===== config.mk =====
export PLATFORM = sky130hd
export DESIGN_NAME = router_nport
export DESIGN_NICKNAME = d
export VERILOG_FILES = /design/src/rtl/router_nport.sv
export SDC_FILE = /design/constraint.sdc
export NUM_CORES = 1
export LEC_CHECK = 0
export ABC_AREA = 1
export ABC_CLOCK_PERIOD_IN_PS = 4300
export CORE_UTILIZATION = 30
export DETAILED_ROUTE_END_ITERATION = 10
export GPL_ROUTABILITY_DRIVEN = 1
export PLACE_DENSITY = 0.52
export RECOVER_POWER = 100
export SYNTH_ARGS = -nofsm -noshare
export SYNTH_HDL_FRONTEND = slang
export SYNTH_SLANG_ARGS = --single-unit
export TNS_END_PERCENT = 20

===== constraint.sdc =====
create_clock -name clk -period 4.3 [get_ports clk]
set_input_delay 0.43 -clock clk [delete_from_list [all_inputs] [get_ports clk]]
set_output_delay 0.43 -clock clk [all_outputs]
set_load 0.1 [all_outputs]

===== src/rtl/router_nport.sv =====
// router_nport: single-stream packet router feeding N_PORTS output channels.
// Each packet is a header (addr/len), len payload bytes and one XOR parity
// byte. Good packets are stored whole in the destination FIFO. Packets with
// an illegal address or zero length are swallowed. Any channel left unread
// for TIMEOUT cycles is flushed.
module router_nport #(
  parameter int N_PORTS    = 3,
  parameter int DATA_W     = 8,
  parameter int FIFO_DEPTH = 16,
  parameter int TIMEOUT    = 30
) (
  input  logic                        clk,
  input  logic                        rst,
  input  logic [DATA_W-1:0]           d_in,
  input  logic                        pkt_valid,
  output logic                        busy,
  output logic                        err,
  input  logic [N_PORTS-1:0]          rd_en,
  output logic [N_PORTS-1:0]          vld_out,
  output logic [N_PORTS*DATA_W-1:0]   dout
);

  localparam int ADDR_W = (N_PORTS <= 2) ? 1 : $clog2(N_PORTS);
  localparam int LEN_W  = DATA_W - ADDR_W;
  localparam int PTR_W  = $clog2(FIFO_DEPTH);
  localparam int CNT_W  = PTR_W + 1;
  localparam int TMR_W  = $clog2(TIMEOUT + 1);
  localparam int SEL_N  = 2 ** ADDR_W;

  localparam logic [ADDR_W:0]   N_PORTS_C = N_PORTS[ADDR_W:0];
  localparam logic [CNT_W-1:0]  DEPTH_C   = CNT_W'(FIFO_DEPTH);
  localparam logic [TMR_W-1:0]  TIMEOUT_C = TMR_W'(TIMEOUT);

  typedef enum logic [1:0] {IDLE, DATA, PARITY, DROP} state_t;

  state_t             state, state_nxt;
  logic [ADDR_W-1:0]  dest, dest_nxt;
  logic [LEN_W-1:0]   remaining, remaining_nxt;
  logic [DATA_W-1:0]  parity, parity_nxt;
  logic               err_nxt;

  logic [ADDR_W-1:0]  hdr_addr;
  logic [LEN_W-1:0]   hdr_len;
  logic               hdr_ok;
  logic               accept;
  logic               wr_any;
  logic [ADDR_W-1:0]  wr_port;
  // Full flags padded to every encodable address so a header index never
  // selects past the end; unused slots read as not full.
  logic [SEL_N-1:0]   full;

  assign hdr_addr = d_in[ADDR_W-1:0];
  assign hdr_len  = d_in[DATA_W-1:ADDR_W];
  assign hdr_ok   = ({1'b0, hdr_addr} < N_PORTS_C) && (hdr_len != '0);
  assign accept   = pkt_valid && !busy;
  assign wr_port  = (state == IDLE) ? hdr_addr : dest;
  assign wr_any   = accept && (((state == IDLE) && hdr_ok) ||
                               (state == DATA) || (state == PARITY));

  // Back-pressure: only when the word about to be stored has no room.
  always_comb begin
    busy = 1'b0;
    unique case (state)
      IDLE:        busy = pkt_valid && hdr_ok && full[hdr_addr];
      DATA,
      PARITY:      busy = full[dest];
      default:     busy = 1'b0;
    endcase
  end

  // Packet FSM next-state: header decode, payload count, parity check.
  // NOTE: every output of this block gets a default first so no latch is inferred.
  always_comb begin
    state_nxt     = state;
    dest_nxt      = dest;
    remaining_nxt = remaining;
    parity_nxt    = parity;
    err_nxt       = err;
    if (accept) begin
      unique case (state)
        IDLE: begin
          remaining_nxt = hdr_len;
          if (hdr_ok) begin
            dest_nxt   = hdr_addr;
            parity_nxt = d_in;
            err_nxt    = 1'b0;
            state_nxt  = DATA;
          end else begin
            err_nxt   = 1'b1;
            state_nxt = DROP;
          end
        end
        DATA: begin
          parity_nxt    = parity ^ d_in;
          remaining_nxt = remaining - LEN_W'(1);
          if (remaining == LEN_W'(1)) state_nxt = PARITY;
        end
        PARITY: begin
          err_nxt   = (d_in != parity);
          state_nxt = IDLE;
        end
        DROP: begin
          if (remaining == '0) state_nxt = IDLE;
          else                 remaining_nxt = remaining - LEN_W'(1);
        end
        default: state_nxt = IDLE;
      endcase
    end
  end

  // Packet FSM state register; reset discards any partial packet.
  // NOTE: sequential state uses non-blocking assignments only.
  always_ff @(posedge clk or posedge rst) begin
    if (rst) begin
      state     <= IDLE;
      dest      <= '0;
      remaining <= '0;
      parity    <= '0;
      err       <= 1'b0;
    end else begin
      state     <= state_nxt;
      dest      <= dest_nxt;
      remaining <= remaining_nxt;
      parity    <= parity_nxt;
      err       <= err_nxt;
    end
  end

  for (genvar s = N_PORTS; s < SEL_N; s++) begin : g_pad
    assign full[s] = 1'b0;
  end

  for (genvar i = 0; i < N_PORTS; i++) begin : g_ch
    logic [DATA_W-1:0] mem [FIFO_DEPTH];
    logic [PTR_W-1:0]  wr_ptr, rd_ptr;
    logic [CNT_W-1:0]  count;
    logic [TMR_W-1:0]  timer;
    logic              push, pop, active, flush;

    assign push   = wr_any && (wr_port == ADDR_W'(i));
    assign pop    = rd_en[i] && (count != '0);
    assign active = ((state == DATA) || (state == PARITY)) && (dest == ADDR_W'(i));
    assign flush  = (timer == TIMEOUT_C) && !active;

    assign full[i]    = (count == DEPTH_C);
    assign vld_out[i] = (count != '0);
    assign dout[i*DATA_W +: DATA_W] = (count != '0) ? mem[rd_ptr] : '0;

    // Storage array; a push coinciding with a flush lands in slot 0.
    // NOTE: the data array is not reset; the pointers and count define validity.
    always_ff @(posedge clk) begin
      if (push) mem[flush ? '0 : wr_ptr] <= d_in;
    end

    // Pointer and occupancy tracking; flush empties the channel outright.
    always_ff @(posedge clk or posedge rst) begin
      if (rst) begin
        wr_ptr <= '0;
        rd_ptr <= '0;
        count  <= '0;
      end else if (flush) begin
        rd_ptr <= '0;
        wr_ptr <= push ? PTR_W'(1) : '0;
        count  <= push ? CNT_W'(1) : '0;
      end else begin
        if (push) wr_ptr <= wr_ptr + PTR_W'(1);
        if (pop)  rd_ptr <= rd_ptr + PTR_W'(1);
        if (push && !pop)      count <= count + CNT_W'(1);
        else if (pop && !push) count <= count - CNT_W'(1);
      end
    end

    // Idle-reader watchdog; saturates while the channel is being written.
    always_ff @(posedge clk or posedge rst) begin
      if (rst)                                timer <= '0;
      else if (flush || pop || count == '0)   timer <= '0;
      else if (timer != TIMEOUT_C)            timer <= timer + TMR_W'(1);
    end
  end

endmodule


==> results of run 1 <==
report_power, final:
group / internal (mW) / total [mW] / switching, mW
logic: 1.72 / 7.23 / 5.51
registers: 5.23 / 5.65 / 0.417
clock network: 2.93 / 4.75 / 1.82
total: 9.89 / 17.6 / 7.74
state kept, by name, indices dropped and copies added, names as in the netlist:
name and flops:
dest 2, err 1, g_ch.count 15, g_ch.mem 384
g_ch.rd_ptr 12, g_ch.timer 15, g_ch.wr_ptr 12, parity 8
remaining 6, state 2
cells by family after synthesis:
family / count (synthesis)
AND/OR/NAND/NOR: 558
flip-flops: 457
AO/OA/AOI/OAI: 435
buffers and inverters: 152
adder cells (fa/ha/maj): 34
XOR/XNOR: 32
multiplexers: 1
synthesized netlist by cell type, drive strengths merged (3+ instances only):
cell | instances | share of area
o21a | 12 | 0.0046
o221ai | 78 | 0.035
clkbuf | 68 | 0.013
inv | 66 | 0.013
fa | 3 | 0.0031
dfrtp | 73 | 0.093
ha | 31 | 0.020
nand4 | 10 | 0.0032
o21ai | 264 | 0.068
nor3 | 3 | 0.00076
o22ai | 20 | 0.0064
nor2 | 312 | 0.062
nor4 | 3 | 0.00095
edfxtp | 384 | 0.59
xor2 | 26 | 0.012
a21oi | 55 | 0.014
nand2 | 126 | 0.027
or2 | 5 | 0.0016
nand3 | 98 | 0.026
xnor2 | 6 | 0.0027
buf | 13 | 0.0032
clkinv | 5 | 0.00095
metrics by stage:
stage | hold slack, ns | instance area [µm²] | worst slack, ns | util | cells
2_1_floorplan | 0.476 | 19700 | 0.635 | - | 1669
3_3_place_gp | 0.495 | 21000 | 0.996 | 0.326 | 2512
3_5_place_dp | 0.501 | 21000 | 0.954 | 0.326 | 2512
4_1_cts | 0.301 | 22900 | 0.450 | 0.354 | 2605
5_1_grt | 0.534 | 22600 | 0.219 | 0.350 | 2606
6_report | 0.510 | 22600 | 0.381 | 0.350 | 2607
area by class of cell:
class | instances | area, µm²
clock buffer | 53 | 1270
antenna | 1 | 2.50
tap | 855 | 1070
inverter | 71 | 268
multi-input combinational | 1060 | 5650
clock inverter | 40 | 568
timing repair buffer | 70 | 434
fill | 6311 | 42000
sequential | 457 | 13400
worst max path at each step:
stage,start,end,slack [ns],cells after the start
5_1_grt,d_in[4],err$_DFFE_PP0P_,0.22,8
3_3_place_gp,pkt_valid,g_ch[1].mem[6][2]$_DFFE_PP_,1.0,13
4_1_cts,g_ch[1].rd_ptr[0]$_DFFE_PP0P_,dout[9],0.45,6
2_1_floorplan,g_ch[0].count[2]$_DFFE_PP0P_,dout[0],0.63,4
6_report,g_ch[0].rd_ptr[1]$_DFFE_PP0P_,dout[1],0.38,6
3_5_place_dp,pkt_valid,g_ch[1].mem[6][6]$_DFFE_PP_,0.95,13
layer usage:
layer,wire [µm],vias up,track usage,part of all wire
li1,-,6184,-,-
met1,23000,6644,0.209,0.44
met2,25200,431,0.262,0.48
met4,1400,2,0.0539,0.027
met5,9,-,0,0.00017
met3,3150,93,0.0277,0.060
cells in the final DEF (no fill, tap or decap), types with 3 or more instances in the layout:
cell type and instances:
dfrtp_1 70, nand4_1 10, clkbuf_2 19, nand3_1 97, clkinvlp_4 5, dfrtp_2 3, nor4_1 3, ha_1 31
dlygate4sd3_1 5, nand2_2 4, a21oi_1 53, nand2_1 116, o21a_1 12, o22ai_1 20, nand2_4 6, or2_2 5
clkbuf_1 25, o21ai_0 260, clkinv_2 7, nor2_1 308, xnor2_1 6, clkinv_1 18, edfxtp_1 384, clkdlybuf4s50_1 4
clkbuf_16 50, buf_4 15, inv_1 60, dlymetal6s4s_1 3, nor3_1 3, xor2_1 26, fa_1 3, inv_2 3
o221ai_1 78, bufinv_16 13
==> flow_metrics.py, run 1 <==
metrics = {
    "hold_path": {
        "hold_end": "parity[6]$_DFFE_PP0P_",
        "hold_depth": 1,
        "hold_path_startpoint": "parity[6]$_DFFE_PP0P_",
        "hp-class": "register to register",
    },
    "detailed_routing": {
        "wl_mm": 52.7,
        "drt_pre_antenna_iters": 7,
        "via_per_inst": 5.12,
        "drc_errors": 0,
        "dr.first_iter.drc_count": 1267,
        "final_antenna_net_count": 0,
        "vias": 13400,
        "wl_per_cell_um": 20.2,
    },
    "timing": {
        "slew_viol_final": 412,
        "tns_ns": 0,
        "rsz0062_at_grt": "false",
        "min_period_over_period": 0.911,
        "hold_violations": 0,
        "relSlewSlack": -1.33,
        "max_freq_ghz": 0.255,
        "final-setup-viol-count": 0,
        "fin_crit_ns": 3.92,
        "finClkSkew_ns": 0.0353,
        "worstMarginPinSlew_ns": 3.50,
    },
    "clock_tree": {
        "post_cts_buffers": 0,
        "path_clk_slew_ns": 0.06,
        "ctsLongestPathBuffers": 3,
        "cts.sink_count": 457,
        "clock_latency_ns": 0.61,
        "htree_levels": 2,
        "cts_buffers": 50,
        "cts_root_buffer": "clkbuf_16",
        "hold_buffers": 0,
        "cts_tree": "built",
        "post_cts_resized": 0,
    },
    "floorplan": {
        "dieArea_um2": 66600,
        "die_x_um": 258,
        "fp.dieH_um": 258,
        "start_util": 0.304,
        "coreArea_um2": 64600,
        "std_cell_rows": 93,
        "io_pins": 43,
    },
    "synth": {
        "synth_nets": 1717,
        "synth_area_um2": 19700,
        "synthArstFlopShare": 0.160,
        "synthSimpleGateAreaFrac": 0.123,
        "synth_top_family_by_area": "compound AO/OA/AOI/OAI gates",
        "synthCells": 1669,
        "synthAdderAreaFrac": 0.0228,
        "synth-edff-count": 384,
        "ys_ff_latch": 457,
        "synth_compound_area_frac": 0.131,
        "seq_area_frac_synth": 0.679,
        "yosysWarnings": 0,
        "syn_area_per_cell_um2": 11.8,
        "synthXorXnorAreaFrac": 0.0143,
        "yosys_most_used_dff": "edfxtp_1",
        "yosysUniqueCellTypes": 43,
        "synthMuxAreaShare": 0.000509,
    },
    "global_routing": {
        "antenna_found_initial": 1,
        "grt_usage": 0.158,
        "grt_pass1_vias": 13400,
        "grt_max_degree": 67,
        "grt_pass1_wl_mm": 80.8,
        "overflow": 0,
    },
    "place": {
        "hpwl_mm": 33.0,
        "portBuffers": 42,
        "gp_congestion": 0.833,
    },
    "setup_path": {
        "reg2reg_depth": 17,
        "arrival_ns": 3.49,
        "cp-start-kind": "register",
        "timing.rr.start": "state[0]$_DFFE_PP0P_",
        "path_class": "register to output pin",
        "required_ns": 3.87,
        "crit_buf_inv": 2,
        "slowest_delay_ns": 0.86,
        "path_cells": "inv_1, o21ai_0, o22ai_1, o21ai_0, a21oi_1, dlymetal6s4s_1",
        "crit_slowest_cell": "dlymetal6s4s_1",
        "ff2ff_setup_slack_ns": 0.72,
        "end_kind": "output pin",
        "crit_top_cell": "o21ai_0",
        "rr_endpoint": "g_ch[1].count[4]$_DFFE_PP0P_",
        "cp_top_family": "buffers and inverters",
        "cp_max_fo": 33,
    },
    "power": {
        "vdd.ir_drop.worst_mv": 0.491,
        "p_per_area_nw_per_um2": 779,
        "p_leak_nw": 7.78,
        "fin_total_pwr_mw": 17.6,
    },
    "cells_and_area": {
        "area_growth_pct": 15.1,
        "final_nets": 1758,
        "drive_gt1_frac": 0.0828,
    },
    "job": {
        "drv_cap": 10,
    },
    "outcome": {
        "violations": "max-capacitance violations, max-slew violations",
        "status": "finished with violations",
    },
}
No activity file was read; power rests on OpenSTA's default activity.
==> inputs of run 2 (changes only) <==
- CTS_CLUSTER_DIAMETER: not set -> 30
==> run 2 against run 1 <==
Design area grew 8.4%. Clock-buffer cell count grew 72. The run still ends with max-capacitance violations, max-slew violations left. Global-route usage grew 0.49 points. Utilization grew 2.9 points. Routed wire length grew 2.6%. Via count grew 2.7%. Register-to-register slack is essentially flat. Die area is the same. Combinational power grew 0.7%.
==> flow_metrics.py, run 2 (synthesis gave the netlist of run 1 again) <==
metrics = {
    "outcome": {
        "status": "finished with violations",
        "violations": "max-capacitance violations, max-slew violations",
    },
    "global_routing": {
        "grt_pass1_wl_mm": 83.3,
        "grt_usage": 0.163,
        "grt_max_degree": 67,
        "grt_pass1_vias": 13900,
        "antenna_found_initial": 0,
        "overflow": 0,
    },
    "setup_path": {
        "rr_endpoint": "g_ch[1].mem[13][0]$_DFFE_PP_",
        "required_ns": 3.87,
        "timing.rr.start": "state[0]$_DFFE_PP0P_",
        "ff2ff_setup_slack_ns": 0.73,
        "cp_max_fo": 33,
        "endpoint": "dout[5]",
        "reg2reg_depth": 13,
        "crit_path_start": "g_ch[0].rd_ptr[1]$_DFFE_PP0P_",
        "path_class": "register to output pin",
        "cp-start-kind": "register",
        "end_kind": "output pin",
        "arrival_ns": 3.49,
    },
    "detailed_routing": {
        "wl_mm": 54.1,
        "final_antenna_net_count": 0,
        "drt_pre_antenna_iters": 6,
        "vias": 13700,
        "via_per_inst": 5.07,
        "wl_per_cell_um": 20.0,
        "dr.first_iter.drc_count": 1224,
        "drc_errors": 0,
    },
    "clock_tree": {
        "htree_levels": 3,
        "cts_buffers": 102,
        "post_cts_resized": 0,
        "post_cts_buffers": 0,
        "clock_latency_ns": 0.65,
        "cts.sink_count": 457,
        "ctsLongestPathBuffers": 3,
        "cts_root_buffer": "clkbuf_16",
        "cts_tree": "built",
        "path_clk_slew_ns": 0.04,
        "hold_buffers": 0,
    },
    "hold_path": {
        "hp-class": "input pin to register",
    },
    "cells_and_area": {
        "drive_gt1_frac": 0.123,
        "largest_reg_flops": 384,
        "largest_register": "g_ch.mem",
        "fillCellCount": 6156,
        "seqCellArea_um2": 13400,
        "mostFrequentLayoutCells": "384 x edfxtp_1, 308 x nor2_1, 260 x o21ai_0, 116 x nand2_1, 104 x clkbuf_16",
        "final_nets": 1810,
        "multiInputGateArea_um2": 5650,
        "top_regs": "g_ch.mem: 384 flops, g_ch.count: 15 flops, g_ch.timer: 15 flops",
        "area_growth_pct": 24.7,
        "final_core_util": 0.380,
        "antenna_cells": 0,
        "final_common_cell": "edfxtp_1",
    },
    "timing": {
        "min_period_over_period": 0.912,
        "rsz0062_at_grt": "false",
        "final-setup-viol-count": 0,
        "slew_viol_final": 411,
        "tns_ns": 0,
        "relSlewSlack": -1.32,
        "fin_crit_ns": 3.92,
        "finClkSkew_ns": 0.0303,
        "max_freq_ghz": 0.255,
        "hold_slack_ns": 0.478,
        "hold_violations": 0,
        "worstMarginPinSlew_ns": 3.48,
    },
    "place": {
        "portBuffers": 42,
        "hpwl_mm": 33.0,
        "gp_congestion": 0.833,
    },
    "floorplan": {
        "start_util": 0.304,
        "dieArea_um2": 66600,
        "std_cell_rows": 93,
        "fp.dieH_um": 258,
        "die_x_um": 258,
        "coreArea_um2": 64600,
        "io_pins": 43,
    },
    "job": {
        "drv_cap": 10,
    },
    "power": {
        "p_leak_nw": 8.71,
        "p_per_area_nw_per_um2": 867,
        "vdd.ir_drop.worst_mv": 0.492,
    },
}
run 2: area by class of cell:
class	instances	share of cell area
clock buffer	125	0.111
clock inverter	67	0.0405
inverter	71	0.0109
multi-input combinational	1060	0.230
sequential	457	0.545
tap	855	0.0436
timing repair buffer	70	0.0190
run 2: per-stage QoR:
stage | setup WS (ns) | area, µm² | power, mW | cells
finish | 0.378 | 24500 | 21.3 | 2705
global route | 0.225 | 24500 | 22.3 | 2705
CTS | 0.409 | 24700 | 21.8 | 2704
detailed placement | 0.954 | 21000 | 13.4 | 2512
global placement | 0.996 | 21000 | 13.3 | 2512
floorplan | 0.635 | 19700 | 11.2 | 1669
run 2: critical path, cell delays in order (launching register included):
cell            delay [ns]
dfrtp_1               0.36
inv_1                 0.70
o21ai_0               0.33
o221ai_1              0.24
nand3_1               0.17
a21oi_1               0.21
dlymetal6s4s_1        0.85
run 2: how the worst min path moves through the flow:
stage | startpoint | to | slack (ns) | cells past startpoint
after floorplan | g_ch[1].wr_ptr[3]$_DFFE_PP0P_ | g_ch[1].wr_ptr[3]$_DFFE_PP0P_ | 0.48 | 1
after global placement | parity[5]$_DFFE_PP0P_ | parity[5]$_DFFE_PP0P_ | 0.50 | 1
after detailed placement | parity[7]$_DFFE_PP0P_ | parity[7]$_DFFE_PP0P_ | 0.50 | 1
after CTS | d_in[0] | g_ch[0].mem[0][0]$_DFFE_PP_ | 0.26 | 1
after global routing | parity[7]$_DFFE_PP0P_ | parity[7]$_DFFE_PP0P_ | 0.53 | 1
final | d_in[3] | err$_DFFE_PP0P_ | 0.48 | 6
run 2: layer usage:
metal,vias to the layer above,global-route usage,wire [µm],share of wire
li1,6330,-,-,-
met1,6831,0.212,23700,0.44
met2,456,0.266,25700,0.48
met3,103,0.0303,3100,0.057
met4,0,0.0713,1570,0.029
met5,-,0,0,0
run 2: report_power, final:
part	leakage (nW)	internal [mW]	switching [mW]
Combinational	2.58	1.76	5.52
Sequential	4.34	5.25	0.418
Clock	1.79	5.83	2.49
Total	8.71	12.8	8.43
